--- src/rtl/writeback_if.sv ---
// Writeback bus bundle: ALU and load producers on one side, register-file
// write port plus scoreboard outputs on the other.
interface writeback_if #(
   parameter int DEPTH = 4
);
   localparam int CW = $clog2(DEPTH) + 1;

   logic          alu_valid;
   logic [5:0]    alu_rd;
   logic [31:0]   alu_data;
   logic          alu_ready;
   logic          mem_valid;
   logic [5:0]    mem_rd;
   logic [31:0]   mem_data;
   logic          mem_ready;
   logic          rd_req;
   logic          rf_write;
   logic [5:0]    rf_rd;
   logic [31:0]   rf_data;
   logic          read_stall;
   logic [63:0]   busy;
   logic [CW-1:0] count;

   modport master (
      output alu_valid, alu_rd, alu_data, mem_valid, mem_rd, mem_data, rd_req,
      input  alu_ready, mem_ready, rf_write, rf_rd, rf_data, read_stall, busy, count
   );

   modport slave (
      input  alu_valid, alu_rd, alu_data, mem_valid, mem_rd, mem_data, rd_req,
      output alu_ready, mem_ready, rf_write, rf_rd, rf_data, read_stall, busy, count
   );
endinterface

--- src/rtl/writeback_unit.sv ---
// Writeback queue: merges ALU and load results into an in-order FIFO and
// drains it into the single register-file port, yielding to decode reads
// unless the queue is full.
module writeback_unit #(
   parameter int DEPTH = 4
) (
   input logic        clk,
   input logic        rst_n,
   writeback_if.slave wb
);
   localparam int PW = $clog2(DEPTH);
   localparam int CW = PW + 1;

   logic [5:0]    rd_mem   [DEPTH];
   logic [31:0]   data_mem [DEPTH];
   logic [PW-1:0] wr_ptr;
   logic [PW-1:0] rd_ptr;
   logic [CW-1:0] cnt;
   logic          full;
   logic          empty;
   logic          enq;
   logic          pop;
   logic [5:0]    enq_rd;
   logic [31:0]   enq_data;
   logic          rf_write_q;
   logic [5:0]    rf_rd_q;
   logic [31:0]   rf_data_q;
   logic [63:0]   busy_c;

   assign full  = (cnt == CW'(DEPTH));
   assign empty = (cnt == '0);

   // Readies look only at occupancy and mem_valid so producers never see rd_req.
   assign wb.mem_ready  = ~full;
   assign wb.alu_ready  = ~full & ~wb.mem_valid;
   assign wb.rf_write   = rf_write_q;
   assign wb.rf_rd      = rf_rd_q;
   assign wb.rf_data    = rf_data_q;
   assign wb.read_stall = rf_write_q;
   assign wb.count      = cnt;
   assign wb.busy       = busy_c;

   // Select the enqueue source (loads win) and decide whether to drain this cycle.
   always_comb begin
      enq      = (wb.mem_valid | wb.alu_valid) & ~full;
      enq_rd   = wb.mem_valid ? wb.mem_rd   : wb.alu_rd;
      enq_data = wb.mem_valid ? wb.mem_data : wb.alu_data;
      pop      = ~empty & (~wb.rd_req | full);
   end

   // Entry storage needs no reset; occupancy is tracked by cnt and the pointers.
   always_ff @(posedge clk) begin
      if (enq) begin
         rd_mem[wr_ptr]   <= enq_rd;
         data_mem[wr_ptr] <= enq_data;
      end
   end

   // Pointers, occupancy and the registered register-file write port.
   always_ff @(posedge clk) begin
      if (!rst_n) begin
         wr_ptr     <= '0;
         rd_ptr     <= '0;
         cnt        <= '0;
         rf_write_q <= 1'b0;
         rf_rd_q    <= '0;
         rf_data_q  <= '0;
      end else begin
         if (enq) begin
            wr_ptr <= wr_ptr + 1'b1;
         end
         if (pop) begin
            rd_ptr    <= rd_ptr + 1'b1;
            rf_rd_q   <= rd_mem[rd_ptr];
            rf_data_q <= data_mem[rd_ptr];
         end
         cnt        <= cnt + CW'(enq) - CW'(pop);
         rf_write_q <= pop;
      end
   end

   // Pending-write scoreboard: every live slot plus the write in flight.
   always_comb begin
      logic [PW-1:0] off;
      busy_c = '0;
      for (int i = 0; i < DEPTH; i++) begin
         off = PW'(i) - rd_ptr;
         if ({1'b0, off} < cnt) begin
            busy_c[rd_mem[i]] = 1'b1;
         end
      end
      if (rf_write_q) begin
         busy_c[rf_rd_q] = 1'b1;
      end
   end
endmodule

--- src/flat_wrapper.sv ---
// flat-port wrapper written by rule: the top's interface ports become plain ports
module writeback_unit_flat 
#(
   parameter int DEPTH = 4
)
  (clk, rst_n, wb_alu_valid, wb_alu_rd, wb_alu_data, wb_mem_valid, wb_mem_rd, wb_mem_data, wb_rd_req, wb_alu_ready, wb_mem_ready, wb_rf_write, wb_rf_rd, wb_rf_data, wb_read_stall, wb_busy, wb_count);
  writeback_if #(.DEPTH(DEPTH)) wb_i ();
  input logic clk;
  input logic rst_n;
  input wire logic [$bits(wb_i.alu_valid)-1:0] wb_alu_valid;
  input wire logic [$bits(wb_i.alu_rd)-1:0] wb_alu_rd;
  input wire logic [$bits(wb_i.alu_data)-1:0] wb_alu_data;
  input wire logic [$bits(wb_i.mem_valid)-1:0] wb_mem_valid;
  input wire logic [$bits(wb_i.mem_rd)-1:0] wb_mem_rd;
  input wire logic [$bits(wb_i.mem_data)-1:0] wb_mem_data;
  input wire logic [$bits(wb_i.rd_req)-1:0] wb_rd_req;
  output wire logic [$bits(wb_i.alu_ready)-1:0] wb_alu_ready;
  output wire logic [$bits(wb_i.mem_ready)-1:0] wb_mem_ready;
  output wire logic [$bits(wb_i.rf_write)-1:0] wb_rf_write;
  output wire logic [$bits(wb_i.rf_rd)-1:0] wb_rf_rd;
  output wire logic [$bits(wb_i.rf_data)-1:0] wb_rf_data;
  output wire logic [$bits(wb_i.read_stall)-1:0] wb_read_stall;
  output wire logic [$bits(wb_i.busy)-1:0] wb_busy;
  output wire logic [$bits(wb_i.count)-1:0] wb_count;
  assign wb_i.alu_valid = wb_alu_valid;
  assign wb_i.alu_rd = wb_alu_rd;
  assign wb_i.alu_data = wb_alu_data;
  assign wb_i.mem_valid = wb_mem_valid;
  assign wb_i.mem_rd = wb_mem_rd;
  assign wb_i.mem_data = wb_mem_data;
  assign wb_i.rd_req = wb_rd_req;
  assign wb_alu_ready = wb_i.alu_ready;
  assign wb_mem_ready = wb_i.mem_ready;
  assign wb_rf_write = wb_i.rf_write;
  assign wb_rf_rd = wb_i.rf_rd;
  assign wb_rf_data = wb_i.rf_data;
  assign wb_read_stall = wb_i.read_stall;
  assign wb_busy = wb_i.busy;
  assign wb_count = wb_i.count;
  writeback_unit #(.DEPTH(DEPTH)) u_core (.clk(clk), .rst_n(rst_n), .wb(wb_i));
endmodule
--- config.mk ---
export PLATFORM = sky130hd
export DESIGN_NAME = writeback_unit_flat
export DESIGN_NICKNAME = d
export VERILOG_FILES = /design/src/rtl/writeback_if.sv /design/src/rtl/writeback_unit.sv /design/src/flat_wrapper.sv
export SDC_FILE = /design/constraint.sdc
export NUM_CORES = 1
export LEC_CHECK = 0
export ABC_CLOCK_PERIOD_IN_PS = 3400
export CORE_ASPECT_RATIO = 0.7
export CORE_MARGIN = 2
export CORE_UTILIZATION = 50
export CTS_BUF_LIST = sky130_fd_sc_hd__clkbuf_2
export DETAILED_ROUTE_END_ITERATION = 7
export HOLD_SLACK_MARGIN = 0.15
export PLACE_DENSITY = 0.83
export SLEW_MARGIN = 20
export SYNTH_ARGS = -nofsm -noshare
export SYNTH_HDL_FRONTEND = slang
export SYNTH_SLANG_ARGS = --single-unit
--- constraint.sdc ---
create_clock -name clk -period 3.4 [get_ports clk]
set_input_delay 0.68 -clock clk [delete_from_list [all_inputs] [get_ports clk]]
set_output_delay 0.68 -clock clk [all_outputs]
set_load 0.02 [all_outputs]
==> impl_metrics.env, run 1 <==
export IMPL_outcome="complete, but fails checks"
export IMPL_violations="negative setup slack"
export IMPL_drtPass1Iterations=6
export IMPL_pin_count=190
export IMPL_cp_start_kind="flop"
export IMPL_antenna_diode_count=0
export IMPL_synth_edf_count=152
export IMPL_worstPathRequired_ns=2.72
export IMPL_setup_violations_final=54
export IMPL_grt_pass1_vias=8755
export IMPL_ant_nets=0
export IMPL_syn_area_per_cell_um2=11.23
export IMPL_fp_dieH_um=126.1
export IMPL_grtUsageTotal_pct=29.51
export IMPL_overflow=0
export IMPL_drt_first_iter_violations=1296
export IMPL_timing_final_crit_share_pct=104.8
export IMPL_synth_area_leader_cell="edfxtp_1"
export IMPL_grt_start_max_net_pins=47
export IMPL_cts_num_sinks=198
export IMPL_clk_pin_slew_ns=0.32
export IMPL_finalNetCount=1277
export IMPL_netlist_top_cells_area="edfxtp_1, dfxtp_1, mux4_2, nand2_1, a22oi_1"
export IMPL_min_path_cells=2
export IMPL_vdd_drop_max_mv=0.4219
export IMPL_routabilityCongestion=1.021
export IMPL_drc=0
export IMPL_setup_ws_ns=-0.1641
export IMPL_powerDensity_mw_per_mm2=726.5
export IMPL_placed_area_mm2=0.01309
export IMPL_syn_num_nets=1040
export IMPL_cts_tree="built"
export IMPL_clockRootBuffer="clkbuf_2"
export IMPL_antenna_found_initial=0
export IMPL_worst_clock_skew_ns=0.04663
export IMPL_io_buffers=189
export IMPL_die_x_um=178.4
export IMPL_vias=9413
export IMPL_cts_buffer_depth=2
export IMPL_drive_above_1_share_pct=38.73
export IMPL_core_area_mm2=0.02081
export IMPL_r2r_slack_ns=0.80
export IMPL_final_max_slew_violation_count=0
export IMPL_htree_num_levels=4
export IMPL_synth_cell_types=54
export IMPL_rsz0062_at_grt="true"
export IMPL_synth_warnings=0
export IMPL_initial_core_util_pct=51.18
export IMPL_die_area_mm2=0.02250
export IMPL_ys_seq_area_share_pct=51.50
export IMPL_grt_pass1_wl_um=50180
export IMPL_wl_per_cell_um=23.51
export IMPL_insertion_delay_ns=0.74
export IMPL_vias_per_cell=6.386
export IMPL_async_reset_ff_share_pct=0
export IMPL_crit_type="reg2out"
export IMPL_row_count=44
export IMPL_p_leak_nw=5.506
export IMPL_ys_ff_latch=198
export IMPL_numCtsBuffers=17
export IMPL_hp_class="reg2reg"
export IMPL_area_growth_pct=38.06
export IMPL_final_area_mm2=0.01470
export IMPL_yosys_most_used_dff="edfxtp_1"
export IMPL_fin_crit_ns=3.564
export IMPL_yosysTopAreaCellShare_pct=42.86
export IMPL_max_clock_freq_mhz=280.6
export IMPL_maxCapViolCount=0
export IMPL_dp_hpwl_um=22980
export IMPL_netlist_area_mm2=0.01065
export IMPL_r2r_cells=12
export IMPL_cp_end_kind="primary output"
export IMPL_slew_headroom_pct=37.99
export IMPL_crit_arrival_ns=2.88
export IMPL_nFillCells=1391
export IMPL_syn_inst=948
export IMPL_final_hold_viol_count=0
export IMPL_routed_wl_um=34660
export IMPL_worstMarginPinSlew_ns=0.9260
export IMPL_hold_slack_ns=0.4798
export IMPL_cp_max_fo=7
## final timing paths
kind,startpoint,to
setup / recovery,u_core.rd_ptr[1],wb_busy[25]
hold / removal,u_core.wb.rf_data[24],u_core.wb.rf_data[24]
setup reg to reg,u_core.wb.count[0],u_core.wb.count[2]
hold reg to reg,u_core.wb.rf_data[24],u_core.wb.rf_data[24]
## report_power, final
| part | switching [W] | leakage, nW | total, W | internal [W] |
|---|---|---|---|---|
| clock | 0.000817 | 0.132 | 0.00105 | 0.000230 |
| sequential | 0.000452 | 1.79 | 0.00376 | 0.00331 |
| combinational | 0.00322 | 3.59 | 0.00588 | 0.00266 |
| total | 0.00448 | 5.51 | 0.0107 | 0.00620 |
## placed cells by master, fill, tap and decap left out, types with 14 or more instances in the layout
master           Yosys  routed
a21boi_0            34      34
a21oi_1             52      36
a221oi_2             0      14
a22oi_1             57      18
a22oi_2              0      39
buf_4                1      71
buf_6                3      91
clkbuf_2             0      20
clkdlybuf4s50_1      0     124
dfxtp_1             46      43
edfxtp_1           152     152
mux2_2              38      38
mux4_2              38      38
nand2_1            162     149
nand3_1             52      17
nand3_2              0      35
nor2_1              67      65
nor3b_1             21      16
## cells in the mapped netlist (2+ instances only)
master    instances
a221oi_1         15
and3b_1           9
mux2_2           38
nor3_1            7
a21boi_1          5
nand3b_1          5
nand3_1          52
nor3_2            3
nor2b_1           5
nor3b_1          21
mux4_2           38
and4b_1           3
o22ai_1           3
a21oi_1          52
buf_1            21
nand2_1         162
inv_1            14
clkbuf_1         42
and2_1           19
nor4bb_1          2
dfxtp_1          46
nand2b_1          3
or3b_2            2
a22oi_1          57
nor4b_2           3
and3_1            7
nor2_1           67
edfxtp_1        152
xnor2_1           6
nor3b_2           4
a21boi_0         34
o21bai_1          2
buf_6             3
buf_2            10
nor4b_4           6
ha_1             10
nor4_2            3
## state kept, by name (all words and copies together) (netlist names)
name and flops:
u_core.data_mem 128, u_core.rd_mem 24, u_core.rd_ptr 2, u_core.wb.count 3, u_core.wb.read_stall 1, u_core.wb.rf_data 32
u_core.wb.rf_rd 6, u_core.wr_ptr 2
## critical path, cell delays in order (launching register included)
cell and delay (ns):
dfxtp_4 0.43, xnor2_4 0.21, inv_2 0.07, ha_4 0.27
nand2b_4 0.06, o21ai_4 0.14, buf_12 0.15, nor4b_4 0.05
buf_6 0.16, buf_6 0.12, a221oi_2 0.24, nand2_1 0.13
buf_6 0.15
## final cells by class
class | count | area, um2 | area share (%)
clock buffers | 20 | 100.1 | 0.6807
clock inverters | 12 | 110.1 | 0.7488
inverters | 15 | 58.81 | 0.3999
multi-input cells | 658 | 5662 | 38.50
flip-flops and latches | 198 | 5494 | 37.36
well taps | 276 | 345.3 | 2.349
repair buffers | 295 | 2934 | 19.95
## per-layer routing
layer  part of all wire (%)  routed length (um)  up-vias  track usage (%)
met1                     40               13990     4628            43.40
met4                    2.6                 897        0            7.508
met5                      0                   0        -                0
met3                     13                4388      128            9.239
li1                       -                   -     4001                -
met2                     44               15380      656            42.58
## kinds of logic (layout without fill, tap and decap cells)
group | count (synthesis) | in the layout | share of synthesized area [%]
AND/OR/NAND/NOR | 387 | 387 | 19.18
flip-flops | 198 | 198 | 51.50
AO/OA/AOI/OAI | 177 | 177 | 11.70
buffers and inverters | 92 | 342 | 3.607
multiplexers | 77 | 77 | 12.15
adder cells (fa/ha/maj) | 11 | 11 | 1.363
XOR/XNOR | 6 | 6 | 0.4934
## timing repair
item | 4_1_cts | 5_1_grt
resized for setup | 388 | 203
pin swaps | 29 | 74
hold buffers | 0 | 0
setup endpoints to repair | 64 | 64
hold endpoints to repair | 0 | 0
buffers inserted | 30 | 26
## per-stage QoR
stage | setup slack (ns) | setup TNS [ns] | cells | total power (W) | util [%]
detailed placement | 0.09491 | 0 | 1396 | 0.008326 | 62.88
CTS | -0.2504 | -7.352 | 1456 | 0.009809 | 66.05
global route | -0.2668 | -9.822 | 1474 | 0.01115 | 70.66
floorplan | 0.3108 | 0 | 948 | 0.006501 | -
global placement | 0.1913 | 0 | 1396 | 0.008192 | 62.88
finish | -0.1641 | -3.399 | 1474 | 0.01068 | 70.66
Power figures use the tool's default switching activity.
==> inputs of run 2 (changes only) <==
Settings changed: GPL_TIMING_DRIVEN set to 0.
==> run 2 against run 1 <==
The run ends with design-rule violations, negative setup slack left. Non-clock buffer count grew 42. Clock power grew 12%. Fmax shrank 10%. Wire length grew 10%. Count of clock-buffer cells in the layout shrank 2. Combinational power grew 11%. Via count grew 6.1%. Cell area grew 3.9%. Critical path type unchanged. Largest cell class unchanged. Highest routed layer unchanged.
==> impl_metrics.env, run 2 (synthesis gave the netlist of run 1 again) <==
export IMPL_antenna_found_initial=0
export IMPL_initial_core_util_pct=51.18
export IMPL_htree_num_levels=4
export IMPL_max_clock_freq_mhz=251.2
export IMPL_final_cell_mix="edfxtp_1, nand2_1, clkdlybuf4s50_1, buf_6, nor2_1"
export IMPL_grt_pass1_wl_um=54100
export IMPL_outcome="complete, but fails checks"
export IMPL_worstPathRequired_ns=2.72
export IMPL_crit_type="reg2out"
export IMPL_maxCapViolCount=0
export IMPL_timing_final_crit_share_pct=117.1
export IMPL_drt_first_iter_violations=1653
export IMPL_overflow=0
export IMPL_routed_wl_um=38270
export IMPL_cts_num_sinks=198
export IMPL_final_max_slew_violation_count=0
export IMPL_regMostFlops="u_core.data_mem"
export IMPL_io_buffers=188
export IMPL_die_area_mm2=0.02250
export IMPL_routabilityCongestion=0.9831
export IMPL_p_leak_nw=5.703
export IMPL_area_growth_pct=43.45
export IMPL_hold_buffers=0
export IMPL_worstMarginPinSlew_ns=1.050
export IMPL_finalNetCount=1319
export IMPL_cp_start_kind="flop"
export IMPL_hp_class="in2reg"
export IMPL_clk_pin_slew_ns=0.33
export IMPL_layout_commonest_cell="edfxtp_1"
export IMPL_place_ws_ns=-1.059
export IMPL_grtUsageTotal_pct=32.08
export IMPL_powerDensity_mw_per_mm2=745.8
export IMPL_dp_cells=1416
export IMPL_cp_end_kind="primary output"
export IMPL_r2r_slack_ns=0.34
export IMPL_largest_register_ffs=128
export IMPL_final_hold_viol_count=0
export IMPL_vias=9984
export IMPL_fin_total_pwr_w=0.01139
export IMPL_antenna_diode_count=0
export IMPL_setup_violations_final=64
export IMPL_pin_count=190
export IMPL_cts_buffer_depth=2
export IMPL_drtPass1Iterations=8
export IMPL_die_x_um=178.4
export IMPL_drive_above_1_share_pct=39.60
export IMPL_fin_cells=1516
export IMPL_final_util_pct=73.41
export IMPL_vias_per_cell=6.586
export IMPL_violations="design-rule violations, negative setup slack"
export IMPL_dp_hpwl_um=24410
export IMPL_rsz0062_at_grt="true"
export IMPL_cts_tree="built"
export IMPL_crit_arrival_ns=3.30
export IMPL_ant_nets=0
export IMPL_vdd_drop_max_mv=0.4370
export IMPL_fp_dieH_um=126.1
export IMPL_grt_pass1_vias=9468
export IMPL_grt_start_max_net_pins=26
export IMPL_slew_headroom_pct=29.64
export IMPL_cp_max_fo=5
export IMPL_core_area_mm2=0.02081
export IMPL_fin_crit_ns=3.980
export IMPL_drc=1
export IMPL_setup_ws_ns=-0.5805
export IMPL_insertion_delay_ns=0.82
export IMPL_nFillCells=1301
export IMPL_clockRootBuffer="clkbuf_2"
export IMPL_numCtsBuffers=17
export IMPL_wl_per_cell_um=25.24
export IMPL_worst_clock_skew_ns=0.04983
export IMPL_row_count=44
run 2: changes by cell type in the layout (fill, tap and decap cells not counted), sizes merged:
cell,change
clkinv,+1
clkbuf,+31
bufinv,+1
buf,+9
run 2: report_power, final:
| part | switching, W | internal [W] |
|---|---|---|
| sequential | 0.000383 | 0.00330 |
| combinational | 0.00363 | 0.00289 |
| clock | 0.000871 | 0.000310 |
run 2: critical path, cell delays in order (launching register included):
cell,delay (ns)
dfxtp_4,0.45
clkinvlp_4,0.19
ha_4,0.34
a21boi_4,0.20
o21ba_4,0.15
buf_8,0.14
nor4_4,0.06
buf_4,0.22
a221oi_2,0.34
nand2_1,0.22
buf_6,0.19
run 2: repair_timing:
action / in CTS / in global routing
setup endpoints to repair: 65 / 64
buffers inserted: 60 / 34
pin swaps: 83 / 53
gates resized for setup: 544 / 118
run 2: area by class of cell:
class                      count  area (um2)  area share [%]
tap                          276       345.3           2.260
inverter                      15       60.06          0.3931
buffer                        59       305.3           1.998
clock inverter                14       161.4           1.057
clock buffer                  18       90.09          0.5897
timing repair buffer         278        2910           19.05
multi-input combinational    658        5911           38.69
sequential                   198        5494           35.96
run 2: path summary, 6_finish.rpt:
| kind | startpoint | endpoint | cells past startpoint |
|---|---|---|---|
| hold reg to reg | u_core.wb.rf_data[12] | u_core.wb.rf_data[12] | 2 |
| hold / removal | rst_n | u_core.wb.rf_rd[5] | 2 |
| setup / recovery | u_core.wb.count[1] | wb_busy[16] | 10 |
| setup reg to reg | u_core.wb.count[0] | u_core.wb.count[2] | 12 |
run 2: layer usage:
layer | global-route usage (%) | up-vias | wire, um
met5 | 0 | - | 0
met4 | 11.67 | 0 | 1759
met3 | 8.907 | 211 | 5135
met2 | 47.65 | 850 | 16990
met1 | 45.26 | 4832 | 14380
li1 | - | 4091 | -
run 2: through the flow:
| step | cell area (um2) | TNS [ns] | hold WS [ns] |
|---|---|---|---|
| after floorplan | 10650 | 0 | 0.5277 |
| after global placement | 12880 | -97.70 | 0.4425 |
| after detailed placement | 13000 | -58.47 | 0.4557 |
| after CTS | 14520 | -23.69 | 0.3629 |
| after global routing | 15280 | -25.84 | 0.3378 |
| final | 15280 | -20.66 | 0.4087 |
==> inputs of run 3 (changes only) <==
Settings changed: HOLD_SLACK_MARGIN 0.15 to 0.12.
==> results of run 3 <==
No change in the layout: final DEF, timing and power equal those of run 2.
